**src/rtl/ex_multu_unit_pkg.sv**
```systemverilog
// ex_multu_unit_pkg
// Shared definitions for the execute-stage unsigned multiply unit.
//   mult_state_t : FSM state encoding (IDLE, RUN, DONE)
//   MULT_WIDTH   : default operand width
//   MULT_LATENCY : cycles from the start edge until HI/LO hold the product,
//                  used by the hazard unit to size its stall window
package ex_multu_unit_pkg;

    typedef enum logic [1:0] {
        IDLE = 2'd0,
        RUN  = 2'd1,
        DONE = 2'd2
    } mult_state_t;

    localparam int MULT_WIDTH   = 32;
    localparam int MULT_LATENCY = MULT_WIDTH + 1;

endpackage

```
**src/rtl/ex_multu_unit_hilo_regs.sv**
```systemverilog
// hilo_regs
// HI/LO architectural register pair. It is shared by the multiply commit
// path and by mthi/mtlo. The two registers have independent write enables
// and write data.
// Ports:
//   clk, rst_n : rising-edge clock, synchronous active-low reset
//   we_hi/wd_hi: HI write enable / data
//   we_lo/wd_lo: LO write enable / data
//   hi, lo     : current register contents
module hilo_regs
    import ex_multu_unit_pkg::*;
#(
    parameter int WIDTH = MULT_WIDTH
) (
    input  logic             clk,
    input  logic             rst_n,
    input  logic             we_hi,
    input  logic [WIDTH-1:0] wd_hi,
    input  logic             we_lo,
    input  logic [WIDTH-1:0] wd_lo,
    output logic [WIDTH-1:0] hi,
    output logic [WIDTH-1:0] lo
);

    always_ff @(posedge clk) begin
        if (!rst_n) begin
            hi <= '0;
            lo <= '0;
        end else begin
            if (we_hi) hi <= wd_hi;
            if (we_lo) lo <= wd_lo;
        end
    end

endmodule

```
**src/rtl/ex_multu_unit.sv**
```systemverilog
// ex_multu_unit
// Execute-stage iterative unsigned multiplier (WIDTH x WIDTH -> 2*WIDTH).
// It retires one multiplier bit per cycle and owns the HI/LO registers.
// Ports:
//   clk, rst_n     : rising-edge clock, synchronous active-low reset
//   multu_en       : start request (ID/EX multu_enE)
//   flush          : squash an in-flight multiply
//   op_a, op_b     : multiplicand / multiplier
//   we_hi, we_lo   : mthi / mtlo enables (honoured only when idle)
//   wd_hilo        : mthi / mtlo write data
//   busy           : stall request, high whenever the FSM is not idle
//   done           : one-cycle pulse, HI/LO were just updated by a multiply
//   HI_q, LO_q     : HI / LO register outputs
module ex_multu_unit
    import ex_multu_unit_pkg::*;
#(
    parameter int WIDTH = MULT_WIDTH,
    parameter int CNT_W = 6
) (
    input  logic             clk,
    input  logic             rst_n,
    input  logic             multu_en,
    input  logic             flush,
    input  logic [WIDTH-1:0] op_a,
    input  logic [WIDTH-1:0] op_b,
    input  logic             we_hi,
    input  logic             we_lo,
    input  logic [WIDTH-1:0] wd_hilo,
    output logic             busy,
    output logic             done,
    output logic [WIDTH-1:0] HI_q,
    output logic [WIDTH-1:0] LO_q
);

    mult_state_t       state;
    logic [CNT_W-1:0]  cnt;
    logic [2*WIDTH:0]  p_reg;
    logic [WIDTH-1:0]  a_reg;
    logic [WIDTH:0]    upper;
    logic [2*WIDTH:0]  p_next;
    logic              last_iter;
    logic              commit;
    logic              idle_write;
    logic              hi_we;
    logic              lo_we;
    logic [WIDTH-1:0]  hi_wd;
    logic [WIDTH-1:0]  lo_wd;

    // Shift-add step. The upper half keeps one extra carry bit. Without it,
    // the sum would overflow when both operands are all ones.
    always_comb begin
        upper = p_reg[2*WIDTH:WIDTH];
        if (p_reg[0]) begin
            upper = p_reg[2*WIDTH:WIDTH] + {1'b0, a_reg};
        end
        p_next = {upper, p_reg[WIDTH-1:0]} >> 1;
    end

    assign last_iter = (cnt == CNT_W'(WIDTH - 1));

    // A flush on the final iteration still wins, so nothing is committed.
    assign commit     = (state == RUN) && !flush && last_iter;
    assign idle_write = (state == IDLE);

    // The commit path and mthi/mtlo cannot collide. They are active in
    // different states.
    assign hi_we = commit || (idle_write && we_hi);
    assign lo_we = commit || (idle_write && we_lo);
    assign hi_wd = commit ? p_next[2*WIDTH-1:WIDTH] : wd_hilo;
    assign lo_wd = commit ? p_next[WIDTH-1:0]       : wd_hilo;

    assign busy = (state != IDLE);
    assign done = (state == DONE);

    always_ff @(posedge clk) begin
        if (!rst_n) begin
            state <= IDLE;
            cnt   <= '0;
            p_reg <= '0;
            a_reg <= '0;
        end else begin
            case (state)
                IDLE: begin
                    if (multu_en && !flush) begin
                        p_reg <= {{(WIDTH+1){1'b0}}, op_b};
                        a_reg <= op_a;
                        cnt   <= '0;
                        state <= RUN;
                    end
                end
                RUN: begin
                    if (flush) begin
                        state <= IDLE;
                    end else begin
                        p_reg <= p_next;
                        cnt   <= cnt + CNT_W'(1);
                        if (last_iter) state <= DONE;
                    end
                end
                DONE: begin
                    state <= IDLE;
                end
                default: begin
                    state <= IDLE;
                end
            endcase
        end
    end

    hilo_regs #(
        .WIDTH (WIDTH)
    ) u_hilo (
        .clk   (clk),
        .rst_n (rst_n),
        .we_hi (hi_we),
        .wd_hi (hi_wd),
        .we_lo (lo_we),
        .wd_lo (lo_wd),
        .hi    (HI_q),
        .lo    (LO_q)
    );

endmodule

```
**config.mk**
```make
export PLATFORM = sky130hd
export DESIGN_NAME = ex_multu_unit
export DESIGN_NICKNAME = d
export VERILOG_FILES = /design/src/rtl/ex_multu_unit_pkg.sv /design/src/rtl/ex_multu_unit_hilo_regs.sv /design/src/rtl/ex_multu_unit.sv
export SDC_FILE = /design/constraint.sdc
export NUM_CORES = 1
export LEC_CHECK = 0
export ABC_AREA = 1
export BUFFER_PORTS_ARGS = -buffer_cell sky130_fd_sc_hd__buf_2
export CORE_MARGIN = 1.5
export CORE_UTILIZATION = 50
export DETAILED_ROUTE_END_ITERATION = 8
export PLACE_DENSITY = 0.72
export SYNTH_ARGS = -nofsm -noshare
export SYNTH_HDL_FRONTEND = slang
export SYNTH_SLANG_ARGS = --single-unit
```
**constraint.sdc**
```tcl
create_clock -name clk -period 2.3 [get_ports clk]
set_input_delay 0.23 -clock clk [delete_from_list [all_inputs] [get_ports clk]]
set_output_delay 0.23 -clock clk [all_outputs]
set_load 0.01 [all_outputs]
```
==> results of run 1 <==
## what timing repair did
| action | in CTS | in global routing |
|---|---|---|
| setup endpoints to repair | 0 | 9 |
| gates resized for setup | 0 | 5 |
| endpoints found under the hold margin | 0 | 0 |
| setup buffers | 0 | 0 |
## cells in the final DEF, fill, tap and decap left out, drive strengths merged
cell,instances
a21o,1
or2,23
o21a,1
dfxtp,168
nor2,148
nor3,6
o21bai,3
nand4,3
xnor2,13
nor3b,1
ha,33
nand3,122
and2,3
nand3b,1
a211oi,1
fa,1
o211ai,1
and3,1
buf,185
a31o,11
clkbuf,17
a21oi,77
bufinv,1
o21ai,77
clkinvlp,5
inv,200
nand2,563
a31oi,43
clkinv,10
## synthesized netlist by cell type (2+ instances only)
master	number	share of area [%]
nand2_1	562	22
inv_1	189	7.3
dfxtp_1	168	35
nor2_1	143	5.5
nand3_1	122	6.3
a21oi_1	76	3.9
o21ai_0	65	3.3
clkbuf_1	45	1.7
a31oi_1	43	2.8
ha_1	33	4.2
or2_2	23	1.5
buf_2	21	1.1
xnor2_1	13	1.2
o21ai_1	12	0.62
a31o_1	11	0.99
inv_2	11	0.42
nor3_1	5	0.26
buf_1	4	0.15
and2_1	3	0.19
nand4_1	3	0.19
o21bai_1	3	0.23
clkinv_1	2	0.077
nor2_4	2	0.23
nor2_8	2	0.41
## final timing paths
check / startpoint / slack (ns) / endpoint
max: p_reg[32]$_SDFFE_PN0P_ / 0.19 / u_hilo.hi[21]$_SDFFE_PN0P_
min: op_a[19] / 0.01 / a_reg[19]$_SDFFE_PN0P_
max reg2reg: p_reg[32]$_SDFFE_PN0P_ / 0.19 / u_hilo.hi[21]$_SDFFE_PN0P_
min reg2reg: p_reg[42]$_SDFFE_PN0P_ / 0.49 / p_reg[42]$_SDFFE_PN0P_
## area by class of cell
class | instances | area share [%]
tap | 260 | 2.873
sequential | 168 | 29.70
multi-input combinational | 1133 | 47.03
clock inverter | 14 | 1.138
inverter | 202 | 6.707
clock buffer | 17 | 3.757
timing repair buffer | 185 | 8.796
## layer usage
metal	track usage, %	up-vias	wire length [µm]
met5	0	-	0
met4	8.085	0	457
met3	3.937	37	2225
met2	42.70	409	12050
met1	41.11	4522	13710
li1	-	5219	-
## worst register-to-register path: cells and delay by family (launching register included)
kind	cells	cell delay, ns
flops	1	0.31
fa+ha+maj	2	0.65
simple gates	8	0.83
compound gates	1	0.20
## cells by family (layout without fill, tap and decap cells)
kind of cell / Yosys count / in the layout
buffers and inverters: 272 / 418
DFF: 168 / 168
AOI/OAI and AO/OA: 215 / 215
and+or+nand+nor: 871 / 871
adders and majority gates: 34 / 34
xor gates and xnor gates: 13 / 13
## metrics by stage
stage / area (µm²) / total power [W] / setup WS, ns / util [%]
2_1_floorplan: 9719 / 0.003868 / 0.4306 / -
3_3_place_gp: 10760 / 0.004225 / 0.02070 / 56.94
3_5_place_dp: 10760 / 0.004236 / 0.04347 / 56.94
4_1_cts: 11310 / 0.006942 / 0.01887 / 59.87
5_1_grt: 11320 / 0.007204 / -0.004816 / 59.93
6_report: 11320 / 0.006918 / 0.1897 / 59.93
## power by group through the flow
stage / Sequential, W / Clock [W] / Combinational (W)
global placement: 0.00325 / 0 / 0.000975
CTS: 0.00319 / 0.00276 / 0.000993
floorplan: 0.00325 / 0 / 0.000621
global route: 0.00321 / 0.00289 / 0.00111
finish: 0.00319 / 0.00273 / 0.000997
detailed placement: 0.00325 / 0 / 0.000985
==> results.yml, run 1 <==
pwr:
  p_sw_share_pct: 28.68
  vdd_drop_max_mv: 0.4931
  p_seq_share_pct: 46.1
  p_clk_share_pct: 39.5
  pwr_density_cell_nw_per_um2: 610.9
  combPwrFrac_pct: 14.4
  p_sw_w: 0.001984
  power_leakage_nw: 5.900
  p_int_w: 0.004934
clock_network:
  cts_root_buf: "clkbuf_16"
  numCtsBuffers: 17
  clock_latency_ns: 0.43
  numClockSinks: 168
  cts_hold_buf: 0
  cts_max_level: 4
  cts_tree: "built"
  path_clk_slew_ns: 0.07
  cts_buffer_depth: 2
worst_setup_path:
  cp_common_cell: "nand2_1"
  path_cells: "ha_1 > fa_2 > nand2_1 > nand3_1 > nand2_1 > nand2_1 > nand2_1 > nand2_1 > nand2_1 > nand3_1 > a31o_1"
  r2r_cells: 11
  cp_max_fo: 5
  max_stage_delay_ns: 0.39
  path_depth: 11
  crit_path_top_delay_cell: "fa_2"
  critPathCaptureType: "flop"
  crit_type: "flop to flop"
  start_kind: "flop"
  required_ns: 2.62
  cp.arrival_ns: 2.43
  cp_num_buf_inv: 0
  critical-path-top-delay-family: "simple AND/OR/NAND/NOR gates"
global_routing:
  antenna_found_initial: 0
  grtUsageTotal_pct: 28.03
  grt_pass1_vias: 8965
  grt_overflow_total: 0
  grt_pass1_wl_um: 44930
  grt_max_degree: 106
yosys:
  synthMuxAreaShare_pct: 0
  synth_top_family_by_area: "simple AND/OR/NAND/NOR gates"
  synthArstFlopShare_pct: 0
  avgSynthCellArea_um2: 6.179
  ys.flop_type: "dfxtp_1"
  yosysSeqAreaShare_pct: 34.60
  synth-xor-area-share_pct: 1.171
  syn-cell-area_um2: 9719
  syn-num-nets: 1709
  synth_fa_ha_area_share_pct: 4.454
  syn_inst: 1573
  synth_compound_area_share_pct: 12.27
  ys_warn_count: 0
  synth_edf_count: 0
  ys_types: 36
  synth_simple_gate_area_share_pct: 36.73
  ys_ff_latch: 168
finish:
  layout-drive-gt1-share_pct: 15.18
  stdcell_count: 1979
  largest_register_ffs: 64
  fill_cells: 1913
  antenna_cells: 0
  area_growth_pct: 16.50
  nets: 1843
  seq_area_um2: 3363
  multi_input_area_um2: 5325
drt:
  antenna_left: 0
  drt_iter0_drc: 948
  routed_wl_um: 28440
  viasPerCell: 5.148
  drc_errors: 0
  dr.pass1.iters: 6
  wl_per_cell_um: 14.37
  vias: 10187
timing:
  max_freq_mhz: 473.9
  finClkSkew_ns: 0.01079
  final-max-slew-violation-count: 0
  final-hold-violation-count: 0
  worstMarginPinSlew_ns: 0.5994
  rsz0062_at_grt: "true"
  fin_setup_tns_ns: 0
  final.min_clock_period_ns: 2.110
  period_share_pct: 91.75
  setup_viol: 0
  whs_ns: 0.01167
  slew_headroom_pct: 59.98
die:
  core_area_um2: 18890
  num_io_pins: 168
  std_cell_rows: 50
  initial_utilization_pct: 51.44
  fp.dieArea_um2: 20280
  fp.dieW_um: 142.4
  die_h_um: 142.4
hold_path:
  min_delay_path_depth: 3
  hp-class: "primary input to flop"
run:
  cap_violations: 0
outcome:
  outcome: "finished clean"
place:
  gp_congestion: 0.9854
  dp_hpwl_um: 20530
  post-place-cells: 1948
  port_buffers: 167
(Power assumes the default switching activity.)
==> run 2, diff against run 1 <==
==> constraint.sdc (replaced) <==
create_clock -name clk -period 2.5 [get_ports clk]
set_input_delay 0.25 -clock clk [delete_from_list [all_inputs] [get_ports clk]]
set_output_delay 0.25 -clock clk [all_outputs]
set_load 0.01 [all_outputs]
==> run 2 against run 1 <==
Against the previous run:
- sequential power is 7.8% lower
- cell count did not move
- critical endpoint is now u_hilo.hi[7]$_SDFFE_PN0P_
- via count about the same
- largest cell class unchanged
- register-to-register slack got worse by 0.06 ns
- non-clock buffer count fell by 1
- wire length shrank 1.6%
- core utilization increased by 0.086 points
==> results.yml, run 2 (synthesis gave the netlist of run 1 again) <==
drt:
  viasPerCell: 5.152
  drc_errors: 0
  drt_iter0_drc: 872
  routed_wl_um: 27990
  wl_per_cell_um: 14.14
  vias: 10195
  dr.pass1.iters: 5
  antenna_left: 0
run:
  cap_violations: 0
hold_path:
  hp-class: "primary input to flop"
clock_network:
  cts_buffer_depth: 2
  cts_hold_buf: 0
  post_cts_buffers: 0
  numCtsBuffers: 17
  post_cts_resized: 0
  clock_latency_ns: 0.44
  numClockSinks: 168
  cts_max_level: 4
  cts_root_buf: "clkbuf_16"
  cts_tree: "built"
  path_clk_slew_ns: 0.07
global_routing:
  grt_overflow_total: 0
  antenna_found_initial: 0
  grt_pass1_wl_um: 44840
  grtUsageTotal_pct: 27.76
  grt_pass1_vias: 8832
  grt_max_degree: 61
timing:
  final-max-slew-violation-count: 0
  whs_ns: 0.03533
  setup_viol: 0
  finClkSkew_ns: 0.009129
  worstMarginPinSlew_ns: 0.5966
  period_share_pct: 94.92
  fin_setup_tns_ns: 0
  rsz0062_at_grt: "false"
  final.min_clock_period_ns: 2.373
  slew_headroom_pct: 60.17
  final-hold-violation-count: 0
  max_freq_mhz: 421.4
worst_setup_path:
  cp_max_fo: 5
  start_kind: "flop"
  cp.arrival_ns: 2.74
  critPathCaptureType: "flop"
  crit_path_top_delay_cell: "fa_1"
  path_cells: "ha_1 > fa_1 > nand3_1 > nand3_1 > nand2_1 > nand2_1 > xnor2_1 > o21ai_0 > nand2_1 > a31oi_1"
  critical-path-top-delay-family: "adder cells"
  cp_num_buf_inv: 0
  crit_type: "flop to flop"
  cp_common_cell: "nand2_1"
  max_stage_delay_ns: 0.49
  required_ns: 2.87
finish:
  layout-drive-gt1-share_pct: 14.95
  final_common_cell: "nand2_1"
  mostFrequentLayoutCells: "nand2_1 (562), inv_1 (189), dfxtp_1 (168)"
  antenna_cells: 0
  final_util_pct: 60.02
  area_growth_pct: 16.67
  nets: 1842
  largest_register_ffs: 64
pwr:
  vdd_drop_max_mv: 0.3920
  pwr_density_cell_nw_per_um2: 577.7
  power_leakage_nw: 5.919
place:
  gp_congestion: 0.9291
  dp_hpwl_um: 20350
  port_buffers: 167
die:
  core_area_um2: 18890
  fp.dieW_um: 142.4
  initial_utilization_pct: 51.44
  num_io_pins: 168
  die_h_um: 142.4
  std_cell_rows: 50
  fp.dieArea_um2: 20280
outcome:
  outcome: "finished clean"
==> run 2: metrics by stage <==
stage	setup WS (ns)	power (W)	cell area [µm²]	cells
detailed placement	0.2437	0.003894	10750	1947
global placement	0.2660	0.003883	10750	1947
finish	0.1270	0.006551	11340	1979
floorplan	0.6306	0.003558	9719	1573
global route	0.01832	0.006816	11340	1979
CTS	0.1901	0.006574	11340	1979
==> run 2: final cells by class <==
cell class / count / area [µm²]
clock buffers: 18 / 429.2
clock inverters: 14 / 160.2
fillers: 1892 / 7553
inverters: 202 / 758.2
multi-input cells: 1133 / 5315
flip-flops and latches: 168 / 3363
well taps: 260 / 325.3
repair buffers: 184 / 988.4
==> run 2: per-layer routing <==
metal  wire, µm  track usage (%)  share of wire (%)  vias up
li1           -                -                  -     5209
met1      13670            41.50                 49     4554
met2      11830            41.75                 42      398
met3       2109            3.802                7.5       34
met4        377            7.216                1.3        0
met5          0                0                  0        -
==> run 2: worst min-delay path, stage by stage <==
cell and delay (ns):
buf_2 0.07, nor2_1 0.03, nor2_1 0.08
==> run 2: worst paths after layout <==
| path | from | to | slack (ns) | depth (start not counted) |
|---|---|---|---|---|
| setup / recovery | p_reg[32]$_SDFFE_PN0P_ | u_hilo.hi[7]$_SDFFE_PN0P_ | 0.13 | 10 |
| hold / removal | op_a[19] | a_reg[19]$_SDFFE_PN0P_ | 0.04 | 3 |
| setup reg to reg | p_reg[32]$_SDFFE_PN0P_ | u_hilo.hi[7]$_SDFFE_PN0P_ | 0.13 | 10 |
| hold reg to reg | cnt[1]$_SDFFE_PN0P_ | cnt[1]$_SDFFE_PN0P_ | 0.49 | 2 |
==> run 2: where the power goes <==
part           switching, W  internal (W)
logic              0.000572      0.000341
clock network       0.00120       0.00150
registers          0.000108       0.00283
